**src/rtl/cam_pkg.sv**
```systemverilog
`default_nettype none
// ------------------------------------------------------------------
// cam_pkg: shared pattern codes, bar colours and default timing
// Rev 1.0
// ------------------------------------------------------------------
package cam_pkg;

  localparam logic [1:0] PAT_SOLID = 2'd0;
  localparam logic [1:0] PAT_BARS  = 2'd1;
  localparam logic [1:0] PAT_GRAD  = 2'd2;
  localparam logic [1:0] PAT_COUNT = 2'd3;

  localparam int DEF_H_PIX   = 160;
  localparam int DEF_V_LINES = 120;
  localparam int DEF_VS_LEN  = 8;
  localparam int DEF_VFP     = 10;
  localparam int DEF_HBLANK  = 16;
  localparam int DEF_VBP     = 10;

  // Entry 0 is the leftmost bar.
  localparam logic [7:0][11:0] BAR_COLORS = {
    12'h000, 12'h00F, 12'hF00, 12'hF0F,
    12'h0F0, 12'h0FF, 12'hFF0, 12'hFFF
  };

  typedef enum logic [2:0] {
    S_IDLE = 3'd0,
    S_VS   = 3'd1,
    S_FP   = 3'd2,
    S_LINE = 3'd3,
    S_HB   = 3'd4,
    S_BP   = 3'd5
  } cam_state_t;

endpackage
`default_nettype wire

```
**src/rtl/cam_pattern_pixel.sv**
```systemverilog
`default_nettype none
// ------------------------------------------------------------------
// cam_pattern_pixel: combinational (pattern, x, y) -> RGB444 mapping
// Rev 1.0
// ------------------------------------------------------------------
module cam_pattern_pixel
  import cam_pkg::*;
#(
  parameter int H_PIX = DEF_H_PIX,
  parameter int X_W   = 8,
  parameter int Y_W   = 7
) (
  input  logic [1:0]     pattern,
  input  logic [X_W-1:0] x,
  input  logic [Y_W-1:0] y,
  input  logic [3:0]     frame_cnt,   // low nibble of the frame counter
  input  logic [11:0]    solid_color,
  output logic [11:0]    rgb
);

  localparam int BAR_W = (H_PIX >= 8) ? (H_PIX / 8) : 1;

  int         bar_i;
  logic [2:0] bar_idx;
  logic [11:0] linear;

  always_comb begin
    bar_i   = int'(x) / BAR_W;
    // Leftover pixels when H_PIX is not a multiple of 8 stay in the last bar.
    bar_idx = (bar_i > 7) ? 3'd7 : bar_i[2:0];
    linear  = 12'(y) * 12'(H_PIX) + 12'(x);
  end

  always_comb begin
    rgb = solid_color;
    case (pattern)
      PAT_SOLID: rgb = solid_color;
      PAT_BARS:  rgb = BAR_COLORS[bar_idx];
      PAT_GRAD:  rgb = {4'(x), 4'(y), frame_cnt};
      PAT_COUNT: rgb = linear;
    endcase
  end

endmodule
`default_nettype wire

```
**src/rtl/cam_pattern_gen.sv**
```systemverilog
`default_nettype none
// ------------------------------------------------------------------
// cam_pattern_gen: camera-style VSYNC/HREF/byte stream test source
// Rev 1.0
// ------------------------------------------------------------------
module cam_pattern_gen
  import cam_pkg::*;
#(
  parameter int H_PIX   = DEF_H_PIX,
  parameter int V_LINES = DEF_V_LINES,
  parameter int VS_LEN  = DEF_VS_LEN,
  parameter int VFP     = DEF_VFP,
  parameter int HBLANK  = DEF_HBLANK,
  parameter int VBP     = DEF_VBP
) (
  input  logic        CAM_PCLK,
  input  logic        rst,
  input  logic        enable,
  input  logic [1:0]  pattern_sel,
  input  logic [11:0] solid_color,
  output logic        CAM_VSYNC,
  output logic        CAM_HREF,
  output logic [7:0]  CAM_px_data,
  output logic        frame_done
);

  localparam int LINE_CYC = 2 * H_PIX;
  localparam int MAX1     = (LINE_CYC > VS_LEN) ? LINE_CYC : VS_LEN;
  localparam int MAX2     = (MAX1 > VFP) ? MAX1 : VFP;
  localparam int MAX3     = (MAX2 > HBLANK) ? MAX2 : HBLANK;
  localparam int CNT_MAX  = (MAX3 > VBP) ? MAX3 : VBP;
  localparam int CNT_W    = $clog2(CNT_MAX + 1);
  localparam int X_W      = $clog2(H_PIX + 1);
  localparam int Y_W      = $clog2(V_LINES + 1);

  localparam logic [CNT_W-1:0] VS_LAST   = CNT_W'(VS_LEN - 1);
  localparam logic [CNT_W-1:0] FP_LAST   = CNT_W'(VFP - 1);
  localparam logic [CNT_W-1:0] LINE_LAST = CNT_W'(LINE_CYC - 1);
  localparam logic [CNT_W-1:0] HB_LAST   = CNT_W'(HBLANK - 1);
  localparam logic [CNT_W-1:0] BP_LAST   = CNT_W'(VBP - 1);
  localparam logic [Y_W-1:0]   LAST_LINE = Y_W'(V_LINES - 1);

  cam_state_t       state, state_n;
  logic [CNT_W-1:0] cnt, cnt_n, last_cnt;
  logic [Y_W-1:0]   line, line_n;
  logic [7:0]       frame_cnt;
  logic [1:0]       pat;
  logic [11:0]      color;
  logic             at_end, latch, done;
  logic [X_W-1:0]   px_x;
  logic [11:0]      rgb;

  always_ff @(posedge CAM_PCLK) begin
    if (rst) begin
      state     <= S_IDLE;
      cnt       <= '0;
      line      <= '0;
      frame_cnt <= '0;
      pat       <= PAT_SOLID;
      color     <= '0;
    end else begin
      state <= state_n;
      cnt   <= cnt_n;
      line  <= line_n;
      if (done) begin
        frame_cnt <= frame_cnt + 8'd1;
      end
      // Pattern and colour are frozen at each frame start.
      if (latch) begin
        pat   <= pattern_sel;
        color <= solid_color;
      end
    end
  end

  always_comb begin
    case (state)
      S_VS:    last_cnt = VS_LAST;
      S_FP:    last_cnt = FP_LAST;
      S_LINE:  last_cnt = LINE_LAST;
      S_HB:    last_cnt = HB_LAST;
      S_BP:    last_cnt = BP_LAST;
      default: last_cnt = '0;
    endcase
  end

  assign at_end = (cnt == last_cnt);

  always_comb begin
    state_n = state;
    cnt_n   = cnt + CNT_W'(1);
    line_n  = line;
    latch   = 1'b0;
    done    = 1'b0;
    case (state)
      S_IDLE: begin
        cnt_n  = '0;
        line_n = '0;
        if (enable) begin
          state_n = S_VS;
          latch   = 1'b1;
        end
      end
      S_VS: begin
        if (at_end) begin
          state_n = S_FP;
          cnt_n   = '0;
        end
      end
      S_FP: begin
        if (at_end) begin
          state_n = S_LINE;
          cnt_n   = '0;
          line_n  = '0;
        end
      end
      S_LINE: begin
        if (at_end) begin
          cnt_n   = '0;
          state_n = (line == LAST_LINE) ? S_BP : S_HB;
        end
      end
      S_HB: begin
        if (at_end) begin
          state_n = S_LINE;
          cnt_n   = '0;
          line_n  = line + Y_W'(1);
        end
      end
      S_BP: begin
        if (at_end) begin
          done   = 1'b1;
          cnt_n  = '0;
          line_n = '0;
          // enable is only consulted here, so a frame is never cut short.
          if (enable) begin
            state_n = S_VS;
            latch   = 1'b1;
          end else begin
            state_n = S_IDLE;
          end
        end
      end
      default: begin
        state_n = S_IDLE;
        cnt_n   = '0;
        line_n  = '0;
      end
    endcase
  end

  assign px_x = X_W'(cnt >> 1);

  cam_pattern_pixel #(
    .H_PIX (H_PIX),
    .X_W   (X_W),
    .Y_W   (Y_W)
  ) u_pixel (
    .pattern     (pat),
    .x           (px_x),
    .y           (line),
    .frame_cnt   (frame_cnt[3:0]),
    .solid_color (color),
    .rgb         (rgb)
  );

  assign CAM_VSYNC   = (state == S_VS);
  assign CAM_HREF    = (state == S_LINE);
  assign frame_done  = done;
  assign CAM_px_data = !CAM_HREF ? 8'h00 :
                       (cnt[0] ? rgb[7:0] : {4'h0, rgb[11:8]});

endmodule
`default_nettype wire

```
**config.mk**
```make
export PLATFORM = sky130hd
export DESIGN_NAME = cam_pattern_gen
export DESIGN_NICKNAME = d
export VERILOG_FILES = /design/src/rtl/cam_pkg.sv /design/src/rtl/cam_pattern_pixel.sv /design/src/rtl/cam_pattern_gen.sv
export SDC_FILE = /design/constraint.sdc
export NUM_CORES = 1
export LEC_CHECK = 0
export CORE_ASPECT_RATIO = 0.9
export CORE_MARGIN = 2
export CORE_UTILIZATION = 40
export CTS_CLUSTER_DIAMETER = 30
export DETAILED_ROUTE_END_ITERATION = 12
export DONT_BUFFER_PORTS = 1
export GPL_TIMING_DRIVEN = 1
export PLACE_DENSITY = 0.66
export SYNTH_ARGS = -nofsm -noshare
export SYNTH_HDL_FRONTEND = slang
export SYNTH_SLANG_ARGS = --single-unit
```
**constraint.sdc**
```tcl
create_clock -name CAM_PCLK -period 3 [get_ports CAM_PCLK]
set_input_delay 0.45 -clock CAM_PCLK [delete_from_list [all_inputs] [get_ports CAM_PCLK]]
set_output_delay 0.45 -clock CAM_PCLK [all_outputs]
set_load 0.05 [all_outputs]
```
# Word level (Yosys, flattened, before mapping)
# Memories as Yosys holds them, arrays and structs flattened.
# Cells that the tools add are included.
# word_totals
register_bits	41
romBits	96
inputBits	17
out_inout_bits	11
wordCells	65
mem_count	1
# op_classes
add_sub_neg	4
multipliers	1
n_div	1
magnitude_cmp	2
n_eq_ne	17
n_mux	22
n_bitwise	2
n_reduce_logical	9
# memory_table
memory	words	word_bits	read_ports	rd_clocked_by_memory_dff	wr	line	text
(no name shown)	8	12	1	0	0	cam_pattern_pixel.sv:38	PAT_BARS: rgb = BAR_COLORS[bar_idx];
# op_table
cell	count
$pmux 12 s4	1
$pmux 9 s4	1
$div 9x6->32 const B	1
$gt 32x4->1 const B	1
$pmux 7 s3	1
$mux 3	6
$mux 8	2
$pmux 3 s5	1
$mux 7	2
$add 12x8->12	1
$mux 12	1
$add 9x1->9 const B	1
$eq 9x9->1	1
$add 8x1->8 const B	1
$ne 2x1->1 const B	4
$add 7x1->7 const B	1
$eq 7x7->1 const B	1
$mul 7x3->7 const B	1
$eq 3x2->1 const B	2
$eq 3x3->1 const B	2
$mux 1	6
$ne 2x2->1 const B	3
$reduce_or 2->1	3
$reduce_and 5->1	1
other kinds (11)	13

# Longest topological paths before layout
# Gate-level depths: netlist of run 1.
# depth
depth_word	8
ltp_mapped	10
ltp_nobuf	10

# Hierarchy
# A second synthesis of run 1 with hierarchy kept.
# hier_totals
cells_unflattened	365
hier_area_um2	2966.6
# modules_own_cells
mod	n_inst	cells_each	area_each_um2	seq_area_each_um2
cam_pattern_gen	1	222	1985.7	740.7
cam_pattern_pixel	1	143	980.9	0.0

# Worst setup path before layout of run 1
# OpenSTA, ideal clock, no wires.
# synth_path
path_kind	register -> output
from	register line[3]
to	output port CAM_px_data[2]
arrival_ns	3.483
t_required_ns	2.550
setup_slack_ns	-0.933
path_stages_with_launch	9
n_path_buf	0
cell_sequence	dfxtp_1 > ha_1 > ha_1 > inv_1 > fa_1 > o311a_1 > or3_1 > o311a_1 > a311oi_1
# synth_between
elab_chain_cells	5
# synth_lines
item	line	text
from (decl)	cam_pattern_gen.sv:45	logic [Y_W-1:0] line, line_n;
from (signal assigned)	cam_pattern_gen.sv:64	line <= line_n;
$mul 7x3->7	cam_pattern_pixel.sv:31	linear = 12'(y) * 12'(H_PIX) + 12'(x);
$add 12x8->12	cam_pattern_pixel.sv:31	
$pmux 12 s4	cam_pattern_pixel.sv:36	case (pattern)
$mux 8	cam_pattern_gen.sv:171	(cnt[0] ? rgb[7:0] : {4'h0, rgb[11:8]});
$mux 8	cam_pattern_gen.sv:170	assign CAM_px_data = !CAM_HREF ? 8'h00 :
to (decl)	cam_pattern_gen.sv:23	output logic [7:0] CAM_px_data,
# No other way between the ends.

# Worst setup path after layout of run 1
# layout_path
from	register line[3]
to	output port CAM_px_data[3]
# Same word-level chain as after synthesis.

==> out/metrics.yaml, run 1 <==
status:
  status: "complete, but fails checks"
  violations: "negative setup slack"
clock_tree:
  clk_pin_slew_ps: 80
  cts_root_buf: "clkbuf_8"
  cts_hold_buf: 0
  htree_num_levels: 2
  cts_made_buffers: 5
  cts_sinks: 37
  clkLatencyLatePin_ps: 300
  clockBufferDepth: 2
  cts_tree: "built"
worst_setup_path:
  regToRegStartpoint: "state[0]"
  crit_type: "flop to output port"
  r2r_setup_slack_ps: 580
  crit_path_max_fanout: 3
  startpoint_type: "flop"
  cp.arrival_ps: 2800
  cp.required_ps: 2550
  reg2reg_to: "line[6]"
  endpoint_kind: "output port"
  critPathLaunch: "line[3]"
  worstRegToRegCells: 7
die:
  rows: 28
  die_area_um2: 7601
  die_width_um: 91.68
  core_um2: 6621
  start_util: 0.4180
  fp.dieH_um: 82.91
  top_level_ports: 28
synth:
  synthTopCellsByArea: "dfxtp_1 27%, nor2_1 6.9%, ha_1 6.8%, xnor2_1 6.6%, mux2i_1 6.5%"
  netlist_top_cells_count: "51 x nor2_1, 37 x dfxtp_1, 22 x nand2_1, 21 x xnor2_1, 18 x mux2i_1"
  ys_ff_latch: 37
  synth_fp_nets: 383
  synth_cell_type_count: 56
  avgSynthCellArea_um2: 7.930
  synth_edf_count: 0
  synthCells: 349
  synth-main-ff-cell: "dfxtp_1"
  synthArstFlopShare: 0
  synth_top_cell_by_area: "dfxtp_1"
  synth_most_common_cell: "nor2_1"
  ys_seq_area_frac: 0.2676
  ys_warn_count: 0
  synth_area_um2: 2768
  netlist.area_leader.share: 0.2676
global_route:
  gr-total-overflow: 0
  grt_first_pass_wirelength_mm: 11.84
  top_usage_layer: "met2"
  grt_pass1_vias: 2450
  grt_use_total: 0.1898
  grt.met3_usage: 0.03358
  met1_usage: 0.2587
  grt_max_degree: 25
  antenna_found_initial: 0
  met2_usage: 0.3075
detailed_routing:
  dr.pass1.iters: 4
  num_vias: 2544
  totalWireLength_mm: 6.983
  wl_per_cell_um: 15.35
  viasPerCell: 5.591
  drc_errors: 0
  postRouteAntennaNets: 0
  drtIter0Drc: 179
cells_and_area:
  nets: 398
  nFillCells: 604
  final_layout_size_suffix_gt1_frac: 0.2082
  regArea_um2: 749.5
  num_antenna_cells: 0
  final_util: 0.5034
  multi_input_area_um2: 2044
  area_growth_pct: 20.43
flow_run:
  cap_violations: 0
timing:
  setup_slack_ps: -247.4
  max_freq_mhz: 307.9
  hold_viol: 0
  rsz0062_at_grt: "yes"
  fin_crit_ps: 3247
  finalCritPeriodShare: 1.082
  setup_violations: 3
  slew-limit-headroom: 0.4629
  skew_ps: 9.281
  tightest_slew_ps: 793.1
  slew_violations: 0
  whs_ps: 211.1
power:
  powerDensity_nw_per_um2: 476.2
  irDropWorstVdd_mv: 0.1811
  p_leak_nw: 1.225
place:
  place_congestion: 0.8431
  port_buffers: 0
  dpl.hpwl_mm: 5.026
  dp_slack_ps: -31.56
hold_path:
  hold_class: "primary input to flop"
  whs_path_depth: 1
  whs_endpoint: "state[2]"
  min_from: "rst"
==> worst max-delay path: stages, from the launching register on <==
cell,delay (ps)
dfxtp_4,360
ha_4,240
ha_4,150
inv_2,40
fa_2,450
nor4_2,300
xnor2_1,170
xnor2_1,170
a21oi_1,130
a311oi_4,300
buf_12,180
==> through the flow <==
step	std cells	setup TNS [ps]	area, µm²	total power, mW
floorplan	349	-479.2	2845	1.063
global placement	446	-30.17	3113	1.181
detailed placement	446	-31.56	3113	1.188
CTS	455	-564.5	3269	1.596
global route	455	-826.1	3333	1.695
finish	455	-482.3	3333	1.587
==> logic make-up after synthesis <==
group,count (synthesis),synth area share
buffers and inverters,38,0.06148
muxes,20,0.07866
xor gates and xnor gates,25,0.07911
AOI/OAI and AO/OA,76,0.1849
and+or+nand+nor,136,0.2459
adders and majority gates,17,0.08228
DFF,37,0.2676
==> cell usage in the layout, fill, tap and decap left out, types with 3 or more instances in the layout <==
cell,Yosys,routed
o21ai_0,16,16
inv_1,13,11
nand2b_1,6,6
ha_1,15,8
ha_4,0,6
nor2b_1,4,4
nand2_1,22,22
nand3b_1,3,3
a211oi_2,1,4
clkbuf_8,0,7
a21o_1,6,6
dfxtp_2,0,4
and3_1,7,7
or3_1,6,6
xnor2_1,21,21
a31oi_1,4,4
a211oi_1,6,3
mux2i_1,18,18
nor3_1,10,10
a21oi_1,17,16
dfxtp_1,37,32
nor2_1,51,50
xor2_1,4,3
buf_4,3,28
nand3_1,12,12
o211ai_1,4,4
==> final cells by class <==
type / count / share of cell area
tap: 90 / 0.03378
clock buffer: 7 / 0.02890
timing repair buffer: 32 / 0.08183
clock inverter: 1 / 0.001502
multi-input combinational: 274 / 0.6134
sequential: 37 / 0.2248
inverter: 14 / 0.01577
==> flip-flops by register name, indices dropped and copies added, names as in the netlist <==
name and flops:
color 12, cnt 9, line 7, frame_cnt 4, state 3, pat 2
==> metal layers <==
metal | wire length [µm] | vias up
li1 | - | 1279
met1 | 3240 | 1201
met2 | 3341 | 60
met3 | 363 | 4
met4 | 37 | 0
met5 | 0 | -
==> how the worst max path moves through the flow <==
| stage | end | cells past startpoint |
|---|---|---|
| 2_1_floorplan | CAM_px_data[0] | 9 |
| 3_3_place_gp | CAM_px_data[2] | 9 |
| 3_5_place_dp | CAM_px_data[2] | 9 |
| 4_1_cts | CAM_px_data[2] | 9 |
| 5_1_grt | CAM_px_data[3] | 10 |
| 6_report | CAM_px_data[3] | 10 |
==> where the power goes <==
group	total, mW	leakage, nW	switching [mW]	internal (mW)
sequential	0.620	0.304	0.0794	0.540
clock	0.401	0.0542	0.193	0.208
combinational	0.567	0.867	0.337	0.229
==> repair_timing <==
action	CTS	global route
cloned	0	0
buffers inserted	1	0
resized for setup	12	10
setup endpoints to repair	4	7
pin swaps	11	4
Power figures use the tool's default switching activity.
==> inputs of run 2 (changes only) <==
SYNTH_HIERARCHICAL = 1   (was unset)
==> out/metrics.yaml, run 2 <==
power:
  irDropWorstVdd_mv: 0.6714
  p_leak_nw: 1.367
  powerDensity_nw_per_um2: 615.2
cells_and_area:
  nFillCells: 694
  nets: 415
  num_antenna_cells: 0
  area_growth_pct: 19.32
  reg_top3: "color (12), cnt (9), line (7)"
  final_common_cell: "nor2_1"
  largest_reg_flops: 12
  layout_common_cells: "35 x nor2_1, 32 x dfxtp_1, 28 x buf_4"
  fin_area_um2: 3540
  final_layout_size_suffix_gt1_frac: 0.2408
  top_register: "color"
timing:
  whs_ps: 207.6
  finalCritPeriodShare: 1.075
  slew_violations: 0
  slew-limit-headroom: 0.4380
  fin_crit_ps: 3224
  max_freq_mhz: 310.2
  tightest_slew_ps: 839.2
  setup_slack_ps: -223.7
  skew_ps: 11.54
  setup_violations: 4
  hold_viol: 0
  rsz0062_at_grt: "yes"
status:
  violations: "negative setup slack"
  status: "complete, but fails checks"
worst_setup_path:
  crit_path_max_fanout: 2
  cp.buffers_inverters: 1
  path_delay_family: "adder cells"
  critPathMaxStageDelay_ps: 370
  crit_chain: "ha_4 -> ha_4 -> fa_2 -> xor2_2 -> nand4_1 -> xnor2_1 -> or3_1 -> a41oi_2 -> mux2i_2 -> nor2_4 -> buf_12"
  cp.arrival_ps: 2770
  endpoint_kind: "output port"
  crit_top_cell: "ha_4"
  crit_type: "flop to output port"
  cp.required_ps: 2550
  critPathSlowestCell: "fa_2"
  startpoint_type: "flop"
synth:
  synth_most_common_cell: "nor2_1"
  synth-main-ff-cell: "dfxtp_1"
  synth_fp_nets: 399
  ys_warn_count: 6
  synth_area_um2: 2967
  netlist.area_leader.share: 0.2497
  synth_edf_count: 0
  synthCells: 365
  ys_ff_latch: 37
  netlist_top_cells_count: "40 x nor2_1, 37 x dfxtp_1, 22 x mux2i_1, 18 x a21oi_1"
  synthArstFlopShare: 0
  ys_seq_area_frac: 0.2497
  synthTopCellsByArea: "dfxtp_1 25%, mux2i_1 7.4%, ha_1 6.3%, nor2_1 5.1%, xnor2_1 3.2%"
  avgSynthCellArea_um2: 8.128
  synth_top_cell_by_area: "dfxtp_1"
  synth_cell_type_count: 70
detailed_routing:
  drtIter0Drc: 189
  wl_per_cell_um: 17.13
  routed-wl-met2_mm: 3.750
  dr.pass1.iters: 5
  met3_length_um: 543
  viasPerCell: 5.874
  wl_met1_mm: 3.694
  postRouteAntennaNets: 0
  drc_errors: 0
  totalWireLength_mm: 8.139
  num_vias: 2790
  maxUsedRoutingLayer: "met4"
global_route:
  gr-total-overflow: 0
  grt_pass1_vias: 2625
  grt_use_total: 0.2055
  grt_max_degree: 33
  grt_first_pass_wirelength_mm: 13.04
  antenna_found_initial: 0
die:
  rows: 29
  fp.dieH_um: 85.70
  die_area_um2: 8122
  core_um2: 7112
  top_level_ports: 28
  start_util: 0.4171
  die_width_um: 94.78
place:
  port_buffers: 0
  postPlaceCellArea_um2: 3252
  dpl.hpwl_mm: 5.755
  place_congestion: 0.9447
clock_tree:
  clockBufferDepth: 2
  cts_hold_buf: 0
  cts_made_buffers: 5
  clkLatencyLatePin_ps: 300
  cts_sinks: 37
  htree_num_levels: 2
  cts_tree: "built"
  cts_root_buf: "clkbuf_8"
  clk_pin_slew_ps: 90
hold_path:
  hold_class: "primary input to flop"
flow_run:
  cap_violations: 0
run 2: cells by family (layout without fill, tap and decap cells):
| family | after synthesis | after routing | share of synthesized area |
|---|---|---|---|
| flops | 37 | 37 | 0.2497 |
| compound gates | 87 | 87 | 0.2020 |
| simple gates | 146 | 146 | 0.2788 |
| buf+inv | 36 | 53 | 0.05398 |
| xor+xnor | 18 | 18 | 0.05314 |
| mux | 24 | 24 | 0.08562 |
| fa+ha+maj | 17 | 17 | 0.07676 |
run 2: routing by layer:
layer / up-vias / global-route usage
li1: 1363 / -
met1: 1311 / 0.2890
met2: 101 / 0.3185
met3: 15 / 0.03779
met4: 0 / 0.06588
met5: - / 0
run 2: path summary, 6_finish.rpt:
kind	start	endpoint	slack, ps	depth (start not counted)
setup / recovery	line[3]	CAM_px_data[3]	-220	11
hold / removal	rst	state[2]	210	1
hold reg to reg	color[9]	color[9]	490	2
setup reg to reg	cnt[6]	line[4]	530	8
run 2: metrics by stage:
step | cells | utilization | power (mW) | setup WS (ps) | TNS, ps
floorplan | 365 | - | 1.575 | -129.2 | -129.2
global placement | 463 | 0.4572 | 1.751 | -41.18 | -41.18
detailed placement | 463 | 0.4572 | 1.768 | -140.8 | -140.8
CTS | 473 | 0.4901 | 2.162 | -275.8 | -386.9
global route | 475 | 0.4977 | 2.328 | -326.0 | -941.5
finish | 475 | 0.4977 | 2.178 | -223.7 | -346.7
run 2: final cells by class:
cell class	count	area [µm²]	area share
clock buffers	5	68.82	0.01944
clock inverters	3	22.52	0.006363
inverters	13	48.80	0.01379
multi-input cells	292	2246	0.6345
flip-flops and latches	37	747.0	0.2110
well taps	93	116.4	0.03287
repair buffers	32	290.3	0.08201
run 2: power by group:
part	internal [mW]	switching (mW)
logic	0.463	0.709
registers	0.560	0.0768
clock network	0.165	0.204
total	1.19	0.990
run 2: what timing repair did:
action	4_1_cts	5_1_grt
resized for setup	27	8
setup endpoints to repair	4	4
setup buffers	2	2
pin swaps	19	17
==> inputs of run 3 (changes only) <==
CORE_MARGIN = unset   (was 2)
==> out/metrics.yaml, run 3 (synthesis results as in run 2) <==
status:
  status: "complete, but fails checks"
  violations: "negative setup slack"
timing:
  tightest_slew_ps: 823.3
  hold_viol: 0
  slew_violations: 0
  finalCritPeriodShare: 1.083
  whs_ps: 202.9
  setup_slack_ps: -250.4
  rsz0062_at_grt: "yes"
  setup_violations: 3
  skew_ps: 12.73
  fin_crit_ps: 3250
  max_freq_mhz: 307.7
  slew-limit-headroom: 0.4487
cells_and_area:
  largest_reg_flops: 12
  top_register: "color"
  nFillCells: 697
  layout_common_cells: "35 x nor2_1, 30 x dfxtp_1, 23 x buf_4"
  final_common_cell: "nor2_1"
  nets: 413
  final_layout_size_suffix_gt1_frac: 0.2447
  reg_top3: "color (12), cnt (9), line (7)"
  final_util: 0.5030
  area_growth_pct: 20.58
  num_antenna_cells: 0
die:
  die_width_um: 92.78
  core_um2: 7112
  rows: 29
  fp.dieH_um: 83.70
  die_area_um2: 7765
  top_level_ports: 28
  start_util: 0.4171
clock_tree:
  htree_num_levels: 2
  cts_root_buf: "clkbuf_8"
  cts_tree: "built"
  clockBufferDepth: 2
  cts_made_buffers: 5
  cts_hold_buf: 0
  clk_pin_slew_ps: 90
  cts_sinks: 37
  clkLatencyLatePin_ps: 300
worst_setup_path:
  path_delay_family: "adder cells"
  critPathMaxStageDelay_ps: 380
  endpoint_kind: "output port"
  crit_path_max_fanout: 2
  regToRegStartpoint: "cnt[6]"
  crit_chain: "ha_4 -> ha_4 -> fa_2 -> xor2_4 -> nand4_1 -> xnor2_1 -> or3_1 -> a41oi_2 -> mux2i_2 -> nor2_4 -> buf_12"
  cp.required_ps: 2550
  critPathSlowestCell: "fa_2"
  critPathLaunch: "line[3]"
  cp.buffers_inverters: 1
  cp.arrival_ps: 2800
  crit_top_cell: "ha_4"
  startpoint_type: "flop"
  crit_type: "flop to output port"
flow_run:
  cap_violations: 0
power:
  irDropWorstVdd_mv: 0.4736
  finalPower_mw: 2.173
  p_leak_nw: 1.358
  powerDensity_nw_per_um2: 607.5
detailed_routing:
  totalWireLength_mm: 7.812
  wl_per_cell_um: 16.52
  postRouteAntennaNets: 0
  viasPerCell: 5.894
  drtIter0Drc: 197
  dr.pass1.iters: 5
  drc_errors: 0
  num_vias: 2788
global_route:
  gr-total-overflow: 0
  antenna_found_initial: 0
  grt_first_pass_wirelength_mm: 12.99
  grt_pass1_vias: 2697
  grt_use_total: 0.2105
  grt_max_degree: 33
hold_path:
  hold_class: "primary input to flop"
  min_from: "rst"
place:
  dpl.hpwl_mm: 5.509
  place_congestion: 0.8674
  port_buffers: 0
[run 3: power by group]
part | total, mW | leakage [nW] | switching (mW) | internal (mW)
clock network | 0.366 | 0.0481 | 0.201 | 0.165
registers | 0.640 | 0.304 | 0.0797 | 0.560
logic | 1.17 | 1.01 | 0.704 | 0.463
[run 3: per-stage QoR]
step / setup TNS [ps] / instances / instance area (µm²) / worst slack (ps)
3_3_place_gp: -46.57 / 461 / 3237 / -46.57
3_5_place_dp: -107.2 / 461 / 3237 / -107.2
5_1_grt: -872.1 / 473 / 3577 / -400.7
2_1_floorplan: -129.2 / 365 / 2982 / -129.2
4_1_cts: -303.5 / 472 / 3497 / -294.1
6_report: -373.9 / 473 / 3577 / -250.4
[run 3: final cells by class]
type,instances,area [µm²],area share
Multi-Input combinational cell,292,2255,0.6303
Sequential cell,37,749.5,0.2095
Timing Repair Buffer,30,316.6,0.08849
Tap cell,93,116.4,0.03253
Clock buffer,5,68.82,0.01924
Inverter,13,48.80,0.01364
Clock inverter,3,22.52,0.006296
[run 3: final timing paths]
path / endpoint / slack, ps / cells past startpoint
setup / recovery: CAM_px_data[3] / -250 / 11
hold / removal: state[2] / 200 / 1
setup reg to reg: line[5] / 470 / 8
hold reg to reg: color[1] / 500 / 2
[run 3: per-layer routing]
layer	vias to the layer above	track usage	part of all wire
met3	21	0.03916	0.046
met2	74	0.3168	0.45
met4	0	0.08531	0.025
met5	-	0	0
li1	1357	-	-
met1	1336	0.2939	0.48
[run 3: timing repair]
| action | in CTS | in global routing |
|---|---|---|
| setup buffers | 2 | 1 |
| pin swaps | 16 | 8 |
| endpoints found under the setup margin | 4 | 5 |
| resized for setup | 29 | 13 |
| hold endpoints to repair | 0 | 0 |
| gates cloned | 1 | 0 |
